<file path="config.mk">
export PLATFORM = sky130hd
export DESIGN_NAME = axi_lite_master_flat
export DESIGN_NICKNAME = d
export VERILOG_FILES = /design/src/rtl/axi_lite_master_if.sv /design/src/rtl/axi_lite_master.sv /design/src/flat_wrapper.sv
export SDC_FILE = /design/constraint.sdc
export NUM_CORES = 1
export LEC_CHECK = 0
export ABC_CLOCK_PERIOD_IN_PS = 2100
export BUFFER_PORTS_ARGS = -buffer_cell sky130_fd_sc_hd__buf_2
export CORE_ASPECT_RATIO = 0.75
export CORE_MARGIN = 8
export CORE_UTILIZATION = 34
export DETAILED_ROUTE_END_ITERATION = 8
export PLACE_DENSITY = 0.7
export SLEW_MARGIN = 25
export SYNTH_ARGS = -nofsm -noshare
export SYNTH_HDL_FRONTEND = slang
export SYNTH_SLANG_ARGS = --single-unit
</file>
<file path="constraint.sdc">
create_clock -name aclk -period 2.1 [get_ports aclk]
set_input_delay 0 -clock aclk [delete_from_list [all_inputs] [get_ports aclk]]
set_output_delay 0 -clock aclk [all_outputs]
set_load 0.03 [all_outputs]
</file>
<file path="src/rtl/axi_lite_master_if.sv">
// AXI4-Lite channel bundle shared by initiators and targets.
// Master modport drives AW/W/AR payloads plus B/R readies.
interface axi4_lite_if #(
   parameter int AW = 32,
   parameter int DW = 32
);
   logic [AW-1:0]   awaddr;
   logic [2:0]      awprot;
   logic            awvalid;
   logic            awready;
   logic [DW-1:0]   wdata;
   logic [DW/8-1:0] wstrb;
   logic            wvalid;
   logic            wready;
   logic [1:0]      bresp;
   logic            bvalid;
   logic            bready;
   logic [AW-1:0]   araddr;
   logic [2:0]      arprot;
   logic            arvalid;
   logic            arready;
   logic [DW-1:0]   rdata;
   logic [1:0]      rresp;
   logic            rvalid;
   logic            rready;

   modport m (
      output awaddr, awprot, awvalid,
      input  awready,
      output wdata, wstrb, wvalid,
      input  wready,
      input  bresp, bvalid,
      output bready,
      output araddr, arprot, arvalid,
      input  arready,
      input  rdata, rresp, rvalid,
      output rready
   );

   modport s (
      input  awaddr, awprot, awvalid,
      output awready,
      input  wdata, wstrb, wvalid,
      output wready,
      output bresp, bvalid,
      input  bready,
      input  araddr, arprot, arvalid,
      output arready,
      output rdata, rresp, rvalid,
      input  rready
   );
endinterface

</file>
<file path="src/rtl/axi_lite_master.sv">
// Single-outstanding AXI4-Lite initiator behind a cmd/rsp port.
// Optional response watchdog: define AXI_MASTER_TIMEOUT_EN.
module axi_lite_master #(
   parameter int AW      = 32,
   parameter int DW      = 32,
   parameter int TIMEOUT = 1024
) (
   input  logic            aclk,
   input  logic            areset,
   input  logic            cmd_valid,
   output logic            cmd_ready,
   input  logic            cmd_we,
   input  logic [AW-1:0]   cmd_addr,
   input  logic [DW-1:0]   cmd_wdata,
   input  logic [DW/8-1:0] cmd_wstrb,
   output logic            rsp_valid,
   output logic [DW-1:0]   rsp_rdata,
   output logic [1:0]      rsp_resp,
   axi4_lite_if.m          m
);

   localparam int SW = DW / 8;

   typedef enum logic [2:0] {
      IDLE,
      WADDR,
      WRESP,
      RADDR,
      RRESP
   } state_e;

   state_e          state_q, state_d;
   logic [AW-1:0]   addr_q, addr_d;
   logic [DW-1:0]   wdata_q, wdata_d;
   logic [SW-1:0]   wstrb_q, wstrb_d;
   logic            aw_done_q, aw_done_d;
   logic            w_done_q, w_done_d;
   logic            rsp_valid_q, rsp_valid_d;
   logic [DW-1:0]   rsp_rdata_q, rsp_rdata_d;
   logic [1:0]      rsp_resp_q, rsp_resp_d;

   logic accept;
   logic aw_fire, w_fire, b_fire, ar_fire, r_fire;
   logic aw_all, w_all;
   logic tmo;

   assign cmd_ready = (state_q == IDLE);
   assign accept    = cmd_valid && cmd_ready;

   // Valids come from state only, never from the matching ready.
   assign m.awvalid = (state_q == WADDR) && !aw_done_q;
   assign m.wvalid  = (state_q == WADDR) && !w_done_q;
   assign m.bready  = (state_q == WADDR) || (state_q == WRESP);
   assign m.arvalid = (state_q == RADDR);
   assign m.rready  = (state_q == RADDR) || (state_q == RRESP);
   assign m.awaddr  = addr_q;
   assign m.araddr  = addr_q;
   assign m.awprot  = 3'b000;
   assign m.arprot  = 3'b000;
   assign m.wdata   = wdata_q;
   assign m.wstrb   = wstrb_q;

   assign aw_fire = m.awvalid && m.awready;
   assign w_fire  = m.wvalid && m.wready;
   assign b_fire  = m.bready && m.bvalid;
   assign ar_fire = m.arvalid && m.arready;
   assign r_fire  = m.rready && m.rvalid;
   assign aw_all  = aw_done_q || aw_fire;
   assign w_all   = w_done_q || w_fire;

   assign rsp_valid = rsp_valid_q;
   assign rsp_rdata = rsp_rdata_q;
   assign rsp_resp  = rsp_resp_q;

`ifdef AXI_MASTER_TIMEOUT_EN
   localparam int CW = $clog2(TIMEOUT + 1);

   logic [CW-1:0] cnt_q, cnt_d;

   always_comb begin
      cnt_d = cnt_q;
      if (accept) begin
         cnt_d = '0;
      end else if (state_q != IDLE) begin
         cnt_d = cnt_q + 1'b1;
      end
   end

   assign tmo = (state_q != IDLE) && (cnt_d == CW'(TIMEOUT));

   always_ff @(posedge aclk) begin
      if (areset) begin
         cnt_q <= '0;
      end else begin
         cnt_q <= cnt_d;
      end
   end
`else
   logic unused_timeout;
   assign unused_timeout = ^TIMEOUT;
   assign tmo = 1'b0;
`endif

   always_comb begin
      state_d     = state_q;
      addr_d      = addr_q;
      wdata_d     = wdata_q;
      wstrb_d     = wstrb_q;
      aw_done_d   = aw_done_q;
      w_done_d    = w_done_q;
      rsp_valid_d = 1'b0;
      rsp_rdata_d = rsp_rdata_q;
      rsp_resp_d  = rsp_resp_q;
      unique case (state_q)
         IDLE: begin
            if (accept) begin
               addr_d    = cmd_addr;
               wdata_d   = cmd_wdata;
               wstrb_d   = cmd_wstrb;
               aw_done_d = 1'b0;
               w_done_d  = 1'b0;
               state_d   = cmd_we ? WADDR : RADDR;
            end
         end
         WADDR: begin
            aw_done_d = aw_all;
            w_done_d  = w_all;
            if (aw_all && w_all) begin
               if (b_fire) begin
                  state_d     = IDLE;
                  rsp_valid_d = 1'b1;
                  rsp_rdata_d = '0;
                  rsp_resp_d  = m.bresp;
               end else begin
                  state_d = WRESP;
               end
            end
         end
         WRESP: begin
            if (b_fire) begin
               state_d     = IDLE;
               rsp_valid_d = 1'b1;
               rsp_rdata_d = '0;
               rsp_resp_d  = m.bresp;
            end
         end
         RADDR: begin
            if (ar_fire) begin
               if (r_fire) begin
                  state_d     = IDLE;
                  rsp_valid_d = 1'b1;
                  rsp_rdata_d = m.rdata;
                  rsp_resp_d  = m.rresp;
               end else begin
                  state_d = RRESP;
               end
            end
         end
         RRESP: begin
            if (r_fire) begin
               state_d     = IDLE;
               rsp_valid_d = 1'b1;
               rsp_rdata_d = m.rdata;
               rsp_resp_d  = m.rresp;
            end
         end
         default: begin
            state_d = IDLE;
         end
      endcase
      // A real response in the expiry cycle wins over the watchdog.
      if (tmo && !rsp_valid_d) begin
         state_d     = IDLE;
         rsp_valid_d = 1'b1;
         rsp_rdata_d = '0;
         rsp_resp_d  = 2'b11;
      end
   end

   always_ff @(posedge aclk) begin
      if (areset) begin
         state_q     <= IDLE;
         addr_q      <= '0;
         wdata_q     <= '0;
         wstrb_q     <= '0;
         aw_done_q   <= 1'b0;
         w_done_q    <= 1'b0;
         rsp_valid_q <= 1'b0;
         rsp_rdata_q <= '0;
         rsp_resp_q  <= 2'b00;
      end else begin
         state_q     <= state_d;
         addr_q      <= addr_d;
         wdata_q     <= wdata_d;
         wstrb_q     <= wstrb_d;
         aw_done_q   <= aw_done_d;
         w_done_q    <= w_done_d;
         rsp_valid_q <= rsp_valid_d;
         rsp_rdata_q <= rsp_rdata_d;
         rsp_resp_q  <= rsp_resp_d;
      end
   end

endmodule
</file>
<file path="src/flat_wrapper.sv">
// flat-port wrapper written by rule: the top's interface ports become plain ports
module axi_lite_master_flat 
#(
   parameter int AW      = 32,
   parameter int DW      = 32,
   parameter int TIMEOUT = 1024
)
  (aclk, areset, cmd_valid, cmd_ready, cmd_we, cmd_addr, cmd_wdata, cmd_wstrb, rsp_valid, rsp_rdata, rsp_resp, m_awaddr, m_awprot, m_awvalid, m_awready, m_wdata, m_wstrb, m_wvalid, m_wready, m_bresp, m_bvalid, m_bready, m_araddr, m_arprot, m_arvalid, m_arready, m_rdata, m_rresp, m_rvalid, m_rready);
  axi4_lite_if #(.AW(AW), .DW(DW)) m_i ();
  input  logic aclk;
  input  logic areset;
  input  logic cmd_valid;
  output logic cmd_ready;
  input  logic cmd_we;
  input  logic [AW-1:0] cmd_addr;
  input  logic [DW-1:0] cmd_wdata;
  input  logic [DW/8-1:0] cmd_wstrb;
  output logic rsp_valid;
  output logic [DW-1:0] rsp_rdata;
  output logic [1:0] rsp_resp;
  output wire logic [$bits(m_i.awaddr)-1:0] m_awaddr;
  output wire logic [$bits(m_i.awprot)-1:0] m_awprot;
  output wire logic [$bits(m_i.awvalid)-1:0] m_awvalid;
  input wire logic [$bits(m_i.awready)-1:0] m_awready;
  output wire logic [$bits(m_i.wdata)-1:0] m_wdata;
  output wire logic [$bits(m_i.wstrb)-1:0] m_wstrb;
  output wire logic [$bits(m_i.wvalid)-1:0] m_wvalid;
  input wire logic [$bits(m_i.wready)-1:0] m_wready;
  input wire logic [$bits(m_i.bresp)-1:0] m_bresp;
  input wire logic [$bits(m_i.bvalid)-1:0] m_bvalid;
  output wire logic [$bits(m_i.bready)-1:0] m_bready;
  output wire logic [$bits(m_i.araddr)-1:0] m_araddr;
  output wire logic [$bits(m_i.arprot)-1:0] m_arprot;
  output wire logic [$bits(m_i.arvalid)-1:0] m_arvalid;
  input wire logic [$bits(m_i.arready)-1:0] m_arready;
  input wire logic [$bits(m_i.rdata)-1:0] m_rdata;
  input wire logic [$bits(m_i.rresp)-1:0] m_rresp;
  input wire logic [$bits(m_i.rvalid)-1:0] m_rvalid;
  output wire logic [$bits(m_i.rready)-1:0] m_rready;
  assign m_awaddr = m_i.awaddr;
  assign m_awprot = m_i.awprot;
  assign m_awvalid = m_i.awvalid;
  assign m_i.awready = m_awready;
  assign m_wdata = m_i.wdata;
  assign m_wstrb = m_i.wstrb;
  assign m_wvalid = m_i.wvalid;
  assign m_i.wready = m_wready;
  assign m_i.bresp = m_bresp;
  assign m_i.bvalid = m_bvalid;
  assign m_bready = m_i.bready;
  assign m_araddr = m_i.araddr;
  assign m_arprot = m_i.arprot;
  assign m_arvalid = m_i.arvalid;
  assign m_i.arready = m_arready;
  assign m_i.rdata = m_rdata;
  assign m_i.rresp = m_rresp;
  assign m_i.rvalid = m_rvalid;
  assign m_rready = m_i.rready;
  axi_lite_master #(.AW(AW), .DW(DW), .TIMEOUT(TIMEOUT)) u_core (.aclk(aclk), .areset(areset), .cmd_valid(cmd_valid), .cmd_ready(cmd_ready), .cmd_we(cmd_we), .cmd_addr(cmd_addr), .cmd_wdata(cmd_wdata), .cmd_wstrb(cmd_wstrb), .rsp_valid(rsp_valid), .rsp_rdata(rsp_rdata), .rsp_resp(rsp_resp), .m(m_i));
endmodule
</file>
# After elaboration in Yosys (flattened, before gate mapping)
# Index checks and enable logic that the tools add are counted.
# totals
register_bits,108
out_inout_bits,147
wordCells,67
# classes
eq_ne,9
mux,27
reduce_logical,22
# op_table
operator,count
32-bit two-way mux,4
32-bit one-hot mux with 4 select lines,1
3-bit two-way mux,6
3-bit one-hot mux with 5 select lines,1
2-bit two-way mux,6
1-bit logical AND,9
2-bit one-hot mux with 4 select lines,1
3-bit by 2-bit equality test with 1-bit output (second input constant),2
2-bit inequality test (second input constant),3
1-bit two-way mux,5
5-bit AND reduction,1
1-bit logical OR,4
2-bit by 1-bit inequality test with 1-bit output (second input constant),2
1-bit one-hot mux with 2 select lines,2
1-bit one-hot mux with 4 select lines,1
2-bit AND reduction,2
4-bit nonzero test,1
3-bit by 1-bit equality test with 1-bit output (second input constant),1
3-bit equality test (second input constant),1
3-bit logical NOT,1
3-bit AND reduction,1
1-bit logical NOT,2
2-bit nonzero test,1

# Depth between registers and ports, before layout
# Gate-level depths: netlist (run 1).
# logic_depth
ltp_word,7
ltp_mapped,8

# Worst setup path before layout (run 1)
# Ideal clock, no wire load.
# synth_timing
kind,register to output
start,reg u_core.state_q[0]
end,out m_awvalid
t_arrival_ns,1.796
t_required_ns,2.100
setup_slack_ns,0.304
stages_incl_launch_ff,4
n_path_buf,2
cell_sequence,dfxtp_1 buf_2 clkbuf_1 nor4b_1
# synth_via
elab_chain_len,2
# synth_rtl
element,line_no,rtl
"start, declared",axi_lite_master.sv:32,"state_e state_q, state_d;"
"start signal, assigned",axi_lite_master.sv:192,state_q <= state_d;
3-bit by 1-bit equality test with 1-bit output,axi_lite_master.sv:51,assign m.awvalid = (state_q == WADDR) && !aw_done_q;
1-bit logical AND,axi_lite_master.sv:51,
"end, declared",flat_wrapper.sv:23,output wire logic [$bits(m_i.awvalid)-1:0] m_awvalid;
# No other way between the ends.

# Worst setup path in the final report (run 1)
# layout_timing
start,reg u_core.state_q[1]
end,reg u_core.wdata_q[10] (netlist: u_core.m.wdata[10])
# layout_via
elab_chain_len,3
# layout_rtl
element,line_no,rtl
3-bit logical NOT (*),"axi_lite_master.sv:47, axi_lite_master.sv:114",
1-bit logical AND,axi_lite_master.sv:48,assign accept = cmd_valid && cmd_ready;
2-bit AND reduction (no source line) (*),-,
"end signal, assigned",axi_lite_master.sv:194,wdata_q <= wdata_d;
"end, declared",axi_lite_master.sv:34,"logic [DW-1:0] wdata_q, wdata_d;"
# Mark *: on every way between the ends. The rest lies on a longest branch, timed or not.
# A chain may end at the register's enable or synchronous reset.

==> results of run 1 <==
## critical path, delay by kind of cell, from the launching register on
| family | cells | cell delay, ps |
|---|---|---|
| buf+inv | 2 | 540 |
| flops | 1 | 560 |
| simple gates | 3 | 430 |
| compound gates | 1 | 190 |
## worst max path at each step
stage | endpoint | depth (start not counted)
after floorplan | m_awvalid | 3
after global placement | u_core.rsp_resp[0]$_SDFFE_PP0P_ | 5
after detailed placement | u_core.rsp_rdata[15]$_SDFFE_PP0P_ | 6
after CTS | u_core.rsp_resp[0]$_SDFFE_PP0P_ | 5
after global routing | u_core.rsp_resp[0]$_SDFFE_PP0P_ | 5
final | u_core.m.wdata[10]$_SDFFE_PP0P_ | 6
## final cells by class
type	instances	area (µm²)
diodes	2	5.005
well taps	175	219.0
clock inverters	6	47.55
clock buffers	10	239.0
repair buffers	368	2437
fillers	1243	6419
multi-input cells	367	1978
flip-flops and latches	108	2162
inverters	3	11.26
## power groups by stage
stage                     combinational (mW)  sequential (mW)  clock (mW)
final                                   1.79             2.31        1.63
after floorplan                        0.991             2.62           0
after global placement                  1.64             2.34           0
after global routing                    1.92             2.33        1.78
after CTS                               1.80             2.30        1.68
after detailed placement                1.65             2.35           0
## cell usage in the layout (no fill, tap or decap), types with 2 or more instances in the layout
cell	Yosys	final
buf_2	13	252
nand2_1	170	170
dfxtp_1	108	108
dlygate4sd3_1	0	102
a21oi_1	70	70
mux2i_1	38	38
nand2b_1	34	34
buf_4	41	10
clkbuf_16	0	9
nor2_1	7	7
nor2b_1	6	6
conb_1	1	6
buf_12	3	4
nand3b_1	3	3
inv_1	3	3
o21a_1	3	3
a211oi_1	3	3
diode_2	0	2
xnor2_1	2	2
nor3_1	2	2
o22ai_1	2	2
nor3b_1	2	2
a2111oi_0	2	2
mux2_2	2	2
a21o_1	2	2
a22oi_1	2	2
inv_6	0	2
clkinv_4	0	2
## metal layers
metal  GRT usage (%)  up-vias  share of wire [%]
li1                -     2350                  -
met1           18.91     2114                 40
met2           28.01      200                 47
met3           5.724       31                9.6
met4           7.495        2                2.5
met5               0        -              0.097
## state kept, by name (all words and copies together) (netlist names)
register,cells
u_core.aw_done_q,1
u_core.m.araddr,32
u_core.state_q,3
u_core.m.wstrb,4
u_core.w_done_q,1
u_core.rsp_valid,1
u_core.rsp_resp,2
u_core.rsp_rdata,32
u_core.m.wdata,32
## logic make-up after synthesis
group | after synthesis | share of synthesized area [%]
other | 1 | 0.08068
AND/OR/NAND/NOR | 231 | 22.18
AO/OA/AOI/OAI | 88 | 10.61
XOR/XNOR | 2 | 0.3769
buffers and inverters | 81 | 11.57
flip-flops | 108 | 46.51
multiplexers | 40 | 8.667
## timing repair
action,in CTS,in global routing
hold buffers,102,0
endpoints found under the hold margin,102,0
buffers inserted,0,0
## per-stage QoR
step           total power, mW  setup slack, ps  cell area (µm²)  instances
6_report                 5.726            219.0             7099       1039
3_5_place_dp             4.001            252.3             5787        919
2_1_floorplan            3.616            303.9             4667        556
5_1_grt                  6.031            70.66             7097       1038
3_3_place_gp             3.985            305.2             5787        919
4_1_cts                  5.790            227.6             7094       1037
==> flow_metrics.env, run 1 <==
export IMPL_skew_ps=7.476
export IMPL_layout_nets=970
export IMPL_cts_resized=0
export IMPL_synth_avg_cell_area_um2=8.436
export IMPL_die_height_um=117.3
export IMPL_swShare_pct=34.82
export IMPL_drive_above_1_share_pct=33.53
export IMPL_die_width_um=151.0
export IMPL_run_status="finished clean"
export IMPL_yosysTopAreaCell="dfxtp_1"
export IMPL_hold_depth=4
export IMPL_overflow=0
export IMPL_finalWirelength_um=15410
export IMPL_cap_viol_max_count=0
export IMPL_slew_headroom_pct=48.68
export IMPL_numPortBuffers=253
export IMPL_ys_types=37
export IMPL_tns_ps=0
export IMPL_cp_slowest_cell="dfxtp_1"
export IMPL_synthFlopType="dfxtp_1"
export IMPL_cp_cell_sequence="buf_4 -> nor2_1 -> nand3b_1 -> buf_12 -> nand2_1 -> a21oi_1"
export IMPL_power_share_clock_pct=28.4
export IMPL_criticalPathCategory="flop to flop"
export IMPL_irDropWorstVdd_mv=0.4428
export IMPL_cts_max_path_buffers=2
export IMPL_die_area_um2=17710
export IMPL_initial_core_util_pct=34.39
export IMPL_fin_crit_sh_pct=89.57
export IMPL_gr_usage_all_layers_pct=16.65
export IMPL_vias=4697
export IMPL_synth_most_common_cell="nand2_1"
export IMPL_route_detailed_wl_per_inst_um=14.83
export IMPL_rrSetupSlack_ps=220
export IMPL_cp_slowest_stage_delay_ps=560
export IMPL_synth_edf_count=0
export IMPL_dr_pass1_iters=4
export IMPL_p_int_mw=3.732
export IMPL_utilization_pct=52.52
export IMPL_synth_cells_most_frequent="170 x nand2_1, 108 x dfxtp_1, 70 x a21oi_1, 41 x buf_4, 38 x mux2i_1"
export IMPL_hp_class="input port to flop"
export IMPL_synthesis_area_um2=4648
export IMPL_tritoncts="done"
export IMPL_yosysSeqAreaShare_pct=46.51
export IMPL_core_area_um2=13520
export IMPL_synth_area_leaders="dfxtp_1 47%, nand2_1 14%, mux2i_1 8.2%, a21oi_1 7.5%, buf_4 6.6%"
export IMPL_antenna_found_initial=2
export IMPL_clk_pin_slew_worst_paths_ps=70
export IMPL_setup_viol=0
export IMPL_syn_inst=551
export IMPL_ant_nets=0
export IMPL_tightest_slew_ps=769.8
export IMPL_slew_viol_final=0
export IMPL_r2r_end="u_core.m.wdata[10]$_SDFFE_PP0P_"
export IMPL_rsz0062_at_grt="false"
export IMPL_hold_viol=0
export IMPL_clkSinkCount=108
export IMPL_htree_levels=3
export IMPL_via_per_inst=4.521
export IMPL_ios=260
export IMPL_reg2regPathDepth=6
export IMPL_fin_crit_ps=1881
export IMPL_hpwl_um=10010
export IMPL_hold_slack_ps=32.47
export IMPL_arrival_ps=2130
export IMPL_area_delta_synth_final_pct=52.73
export IMPL_drt_iter0_drc=181
export IMPL_power_leakage_nw=3.473
export IMPL_combPwrFrac_pct=31.3
export IMPL_row_count=37
export IMPL_synth_seq_cells=108
export IMPL_power_density_nw_per_um2=806.6
export IMPL_grt_pass1_vias=4664
export IMPL_switching_power_mw=1.994
export IMPL_clk_latency_ps=340
export IMPL_place_gp_congestion=0.7785
export IMPL_timing_fmax_mhz=531.6
export IMPL_critPathLaunch="u_core.state_q[1]$_SDFFE_PP0P_"
export IMPL_route_detailed_drc=0
export IMPL_r2r_start="u_core.state_q[1]$_SDFFE_PP0P_"
export IMPL_synth_top_area_share_pct=46.51
export IMPL_grt_pass1_wl_um=23380
export IMPL_cp_start_kind="flop"
export IMPL_cts_buffers=9
export IMPL_cp_max_fo=63
export IMPL_synth_async_sr_flop_share_pct=0
export IMPL_holdPathEnd="u_core.aw_done_q$_SDFFE_PP0P_"
export IMPL_crit_required_ps=2350
export IMPL_p_seq_share_pct=40.3
export IMPL_cp_end_kind="flop"
export IMPL_yosysWarnings=0
export IMPL_grt_max_degree=80
export IMPL_cts_root_buf="clkbuf_16"
export IMPL_hp_start="m_awready"
Note: power is estimated with default switching activity, not from simulation.
==> inputs of run 2 (changes only) <==
--- a/config.mk
+++ b/config.mk
@@ -8,10 +8,11 @@
 export ABC_CLOCK_PERIOD_IN_PS = 2100
 export BUFFER_PORTS_ARGS = -buffer_cell sky130_fd_sc_hd__buf_2
 export CORE_ASPECT_RATIO = 0.75
-export CORE_MARGIN = 8
+export CORE_MARGIN = 2
 export CORE_UTILIZATION = 34
 export DETAILED_ROUTE_END_ITERATION = 8
 export PLACE_DENSITY = 0.7
+export SKIP_CTS_REPAIR_TIMING = 1
 export SLEW_MARGIN = 25
 export SYNTH_ARGS = -nofsm -noshare
 export SYNTH_HDL_FRONTEND = slang
==> run 2 against run 1 <==
Worst setup slack improved by 45 ps. Clock power rose by 14%. Register-to-register slack improved by 40 ps. Clock skew rose by 2.7 ps. Sequential power barely moved. Final cell count fell by 0.67%. Clock-buffer cell count did not move. Combinational power barely moved. Via count fell by 0.70%. Critical endpoint is now u_core.rsp_rdata[0]$_SDFFE_PP0P_.
==> flow_metrics.env, run 2 (synthesis results as in run 1) <==
export IMPL_via_per_inst=4.519
export IMPL_finalWirelength_um=13930
export IMPL_overflow=0
export IMPL_clk_pin_slew_worst_paths_ps=80
export IMPL_hold_viol=0
export IMPL_run_status="finished clean"
export IMPL_hp_class="input port to flop"
export IMPL_final_cell_mix="252 x buf_2, 170 x nand2_1, 108 x dfxtp_1, 101 x dlygate4sd3_1, 70 x a21oi_1"
export IMPL_placed_cell_area_um2=5794
export IMPL_slew_viol_final=0
export IMPL_ios=260
export IMPL_fin_crit_ps=1836
export IMPL_place_gp_congestion=0.7935
export IMPL_multi_input_area_um2=1978
export IMPL_grt_pass1_wl_um=18780
export IMPL_cts_root_buf="clkbuf_16"
export IMPL_timing_fmax_mhz=544.6
export IMPL_antenna_found_initial=0
export IMPL_area_delta_synth_final_pct=53.57
export IMPL_layout_commonest_cell="buf_2"
export IMPL_utilization_pct=54.27
export IMPL_ant_nets=0
export IMPL_die_area_um2=14630
export IMPL_vias=4664
export IMPL_arrival_ps=2100
export IMPL_clk_latency_ps=340
export IMPL_diodes=0
export IMPL_layout_nets=969
export IMPL_crit_required_ps=2360
export IMPL_gr_usage_all_layers_pct=15.44
export IMPL_irDropWorstVdd_mv=0.4929
export IMPL_rsz0062_at_grt="false"
export IMPL_clkSinkCount=108
export IMPL_cp_start_kind="flop"
export IMPL_cts_max_path_buffers=2
export IMPL_grt_pass1_vias=3850
export IMPL_setup_viol=0
export IMPL_power_leakage_nw=3.494
export IMPL_drive_above_1_share_pct=33.57
export IMPL_grt_max_degree=59
export IMPL_cp_end_kind="flop"
export IMPL_fin_crit_sh_pct=87.44
export IMPL_dr_pass1_iters=4
export IMPL_route_detailed_wl_per_inst_um=13.50
export IMPL_cp_max_fo=24
export IMPL_fillers=1197
export IMPL_cts_buffers=9
export IMPL_tns_ps=0
export IMPL_skew_ps=10.15
export IMPL_route_detailed_drc=0
export IMPL_regArea_um2=2162
export IMPL_hpwl_um=8605
export IMPL_core_area_um2=13150
export IMPL_htree_levels=3
export IMPL_die_height_um=105.3
export IMPL_drt_iter0_drc=188
export IMPL_row_count=36
export IMPL_total_power_mw=5.943
export IMPL_tritoncts="done"
export IMPL_initial_core_util_pct=35.34
export IMPL_final_cell_area_um2=7138
export IMPL_hold_slack_ps=0.4708
export IMPL_criticalPathCategory="flop to flop"
export IMPL_power_density_nw_per_um2=832.6
export IMPL_numPortBuffers=253
export IMPL_cap_viol_max_count=0
export IMPL_die_width_um=139.0
run 2: metal layers:
layer	routed length, µm	vias up	part of all wire, %	GRT usage, %
li1	-	2348	-	-
met1	5771	2109	41	18.92
met4	276	0	2.0	4.906
met3	1034	23	7.4	6.361
met2	6846	184	49	24.81
met5	0	-	0	0
run 2: final cells by class:
cell class	count	area share [%]
clock buffer	10	3.348
multi-input combinational	367	27.71
clock inverter	6	1.315
sequential	108	30.29
timing repair buffer	367	34.18
tap	171	2.997
inverter	3	0.1578
run 2: metrics by stage:
| step | setup WS (ps) | std cells |
|---|---|---|
| after CTS | 264.8 | 931 |
| final | 263.7 | 1032 |
| after detailed placement | 294.0 | 915 |
| after floorplan | 303.9 | 556 |
| after global placement | 330.1 | 915 |
| after global routing | 129.3 | 1032 |
run 2: worst paths after layout:
path                                                     start                               end  cells past startpoint  slack (ps)
worst max-delay path            u_core.state_q[1]$_SDFFE_PP0P_  u_core.rsp_rdata[0]$_SDFFE_PP0P_                      6         260
worst min-delay path                                    cmd_we    u_core.state_q[1]$_SDFFE_PP0P_                      4         0.5
worst max register to register  u_core.state_q[1]$_SDFFE_PP0P_  u_core.rsp_rdata[0]$_SDFFE_PP0P_                      6         260
worst min register to register  u_core.m.wdata[6]$_SDFFE_PP0P_    u_core.m.wdata[6]$_SDFFE_PP0P_                      2         450
run 2: power by group:
group	total, mW	leakage (nW)	internal, mW	switching [mW]
sequential	2.30	0.881	2.21	0.0961
combinational	1.78	2.45	0.679	1.10
clock	1.86	0.160	1.09	0.769
run 2: critical path, stage by stage, from the launching register on:
cell,delay [ps]
dfxtp_1,430
buf_4,190
mux2i_1,80
a211oi_1,410
o221ai_4,220
buf_12,220
mux2i_1,200
==> inputs of run 3 (changes only) <==
--- a/config.mk
+++ b/config.mk
@@ -5,6 +5,7 @@
 export SDC_FILE = /design/constraint.sdc
 export NUM_CORES = 1
 export LEC_CHECK = 0
+export ABC_AREA = 1
 export ABC_CLOCK_PERIOD_IN_PS = 2100
 export BUFFER_PORTS_ARGS = -buffer_cell sky130_fd_sc_hd__buf_2
 export CORE_ASPECT_RATIO = 0.75
==> run 3 against run 2 <==
Sequential share of layout area is 1.8 points higher. Core utilization decreased by 2.6 points. Die area shrank 1.4%. Routed wire length fell by 0.89%. Cell area fell by 5.5%. Register-to-register slack better by 190 ps. Power increased by 62%. Combinational power rose to 2.6 times the previous value. Worst setup slack better by 140 ps. Clock power rose by 6%. Final cell count grew 7.2%.
==> flow_metrics.env, run 3 <==
export IMPL_drive_above_1_share_pct=30.48
export IMPL_skew_ps=7.594
export IMPL_finalWirelength_um=13800
export IMPL_place_gp_congestion=0.8295
export IMPL_p_seq_share_pct=30.8
export IMPL_irDropWorstVdd_mv=0.8069
export IMPL_area_delta_synth_final_pct=47.24
export IMPL_antenna_found_initial=0
export IMPL_gr_usage_all_layers_pct=16.39
export IMPL_die_height_um=104.5
export IMPL_cp_start_kind="flop"
export IMPL_reg2regPathDepth=8
export IMPL_power_leakage_nw=3.606
export IMPL_ios=260
export IMPL_diodes=0
export IMPL_fin_crit_ps=1692
export IMPL_tritoncts="done"
export IMPL_clk_pin_slew_worst_paths_ps=70
export IMPL_synth_most_common_cell="nand2_1"
export IMPL_slew_viol_final=0
export IMPL_synth_async_sr_flop_share_pct=0
export IMPL_p_int_mw=5.229
export IMPL_fin_crit_sh_pct=80.55
export IMPL_synthFlopType="dfxtp_1"
export IMPL_htree_levels=3
export IMPL_rsz0062_at_grt="false"
export IMPL_combPwrFrac_pct=48.7
export IMPL_core_area_um2=13060
export IMPL_layout_nets=1043
export IMPL_crit_required_ps=2100
export IMPL_layout_commonest_cell="buf_2"
export IMPL_hp_class="input port to flop"
export IMPL_cap_viol_max_count=0
export IMPL_numPortBuffers=253
export IMPL_grt_pass1_vias=3933
export IMPL_run_status="finished clean"
export IMPL_yosysWarnings=0
export IMPL_ant_nets=0
export IMPL_cts_root_buf="clkbuf_16"
export IMPL_setup_viol=0
export IMPL_holdPathEnd="u_core.rsp_rdata[6]$_SDFFE_PP0P_"
export IMPL_criticalPathCategory="flop to output pin"
export IMPL_rrSetupSlack_ps=450
export IMPL_via_per_inst=4.454
export IMPL_synth_cells_most_frequent="223 x nand2_1, 108 x dfxtp_1, 85 x nor2_1, 84 x a21oi_1, 51 x inv_1"
export IMPL_die_width_um=138.0
export IMPL_switching_power_mw=4.385
export IMPL_synthesis_area_um2=4582
export IMPL_slew_headroom_pct=49.71
export IMPL_hold_viol=0
export IMPL_power_density_nw_per_um2=1425
export IMPL_synth_seq_cells=108
export IMPL_total_power_mw=9.614
export IMPL_dr_pass1_iters=5
export IMPL_cp_max_fo=14
export IMPL_cts_max_path_buffers=2
export IMPL_cts_buffers=9
export IMPL_synth_avg_cell_area_um2=6.942
export IMPL_hp_start="m_rdata[6]"
export IMPL_cp_end_kind="output pin"
export IMPL_synth_top_area_share_pct=47.19
export IMPL_die_area_um2=14430
export IMPL_synth_area_leaders="dfxtp_1 47%, nand2_1 18%, a21oi_1 9.2%, nor2_1 7.0%, buf_4 6.6%"
export IMPL_hold_depth=5
export IMPL_route_detailed_wl_per_inst_um=12.48
export IMPL_r2r_end="u_core.state_q[0]$_SDFFE_PP0P_"
export IMPL_grt_max_degree=72
export IMPL_tightest_slew_ps=754.4
export IMPL_clk_latency_ps=340
export IMPL_ys_types=22
export IMPL_yosysSeqAreaShare_pct=47.19
export IMPL_route_detailed_drc=0
export IMPL_drt_iter0_drc=353
export IMPL_final_cell_mix="253 x buf_2, 222 x nand2_1, 108 x dfxtp_1, 85 x nor2_1, 84 x a21oi_1"
export IMPL_grt_pass1_wl_um=19690
export IMPL_clkSinkCount=108
export IMPL_synth_edf_count=0
export IMPL_row_count=36
export IMPL_initial_core_util_pct=35.08
export IMPL_overflow=0
export IMPL_yosysTopAreaCell="dfxtp_1"
export IMPL_hpwl_um=8870
export IMPL_syn_inst=660
export IMPL_tns_ps=0
export IMPL_power_share_clock_pct=20.5
export IMPL_timing_fmax_mhz=591.2
export IMPL_r2r_start="u_core.state_q[0]$_SDFFE_PP0P_"
export IMPL_arrival_ps=1690
export IMPL_vias=4926
export IMPL_swShare_pct=45.61
## run 3: routing by layer
metal  part of all wire (%)  track usage [%]  wire [µm]
met1                     44            21.42       6069
met2                     49            27.26       6790
met3                    4.9            3.712        680
met4                    1.9            4.665        263
met5                      0                0          0
## run 3: final cells by class
type                            count  area, µm²
Clock buffer                       10      239.0
Clock inverter                      6      116.4
Fill cell                        1305       6316
Inverter                           55      206.4
Multi-Input combinational cell    427       1777
Sequential cell                   108       2162
Tap cell                          171      214.0
Timing Repair Buffer              329       2032
## run 3: how the worst max path moves through the flow
stage | depth (start not counted) | slack, ps | startpoint | endpoint
after global routing | 4 | 200 | u_core.state_q[0]$_SDFFE_PP0P_ | m_rready
after floorplan | 9 | 320 | u_core.state_q[0]$_SDFFE_PP0P_ | u_core.rsp_rdata[10]$_SDFFE_PP0P_
after global placement | 8 | 560 | u_core.state_q[0]$_SDFFE_PP0P_ | u_core.state_q[0]$_SDFFE_PP0P_
after CTS | 4 | 400 | u_core.state_q[0]$_SDFFE_PP0P_ | m_rready
final | 4 | 410 | u_core.state_q[0]$_SDFFE_PP0P_ | m_rready
after detailed placement | 8 | 490 | u_core.state_q[0]$_SDFFE_PP0P_ | u_core.state_q[0]$_SDFFE_PP0P_
## run 3: power by group through the flow
stage / logic, mW / registers, mW / clock network [mW]
finish: 4.69 / 2.96 / 1.97
global route: 5.11 / 3.04 / 2.11
CTS: 4.60 / 2.95 / 2.03
detailed placement: 4.60 / 2.99 / 0
global placement: 4.56 / 2.99 / 0
floorplan: 2.42 / 4.07 / 0
## run 3: cells by family after synthesis
logic type	share of synthesized area (%)
flops	47.19
simple gates	28.07
other cells	0.08184
compound gates	10.16
buf+inv	14.50
## run 3: metrics by stage
stage | hold slack, ps | std cells | setup WS [ps] | cell area (µm²) | util (%)
final | 5.547 | 1106 | 408.5 | 6746 | 51.65
after global placement | 250.3 | 1022 | 557.6 | 5710 | 43.72
after detailed placement | 254.3 | 1022 | 491.3 | 5710 | 43.72
after global routing | 7.455 | 1106 | 197.9 | 6746 | 51.65
after CTS | -114.2 | 1038 | 400.9 | 6066 | 46.44
after floorplan | 143.0 | 665 | 319.4 | 4601 | -
## run 3: critical path, cell delays in order (launching register included)
cell	delay (ps)
dfxtp_1	370
o21ai_0	240
nand2_1	100
inv_1	360
buf_2	290
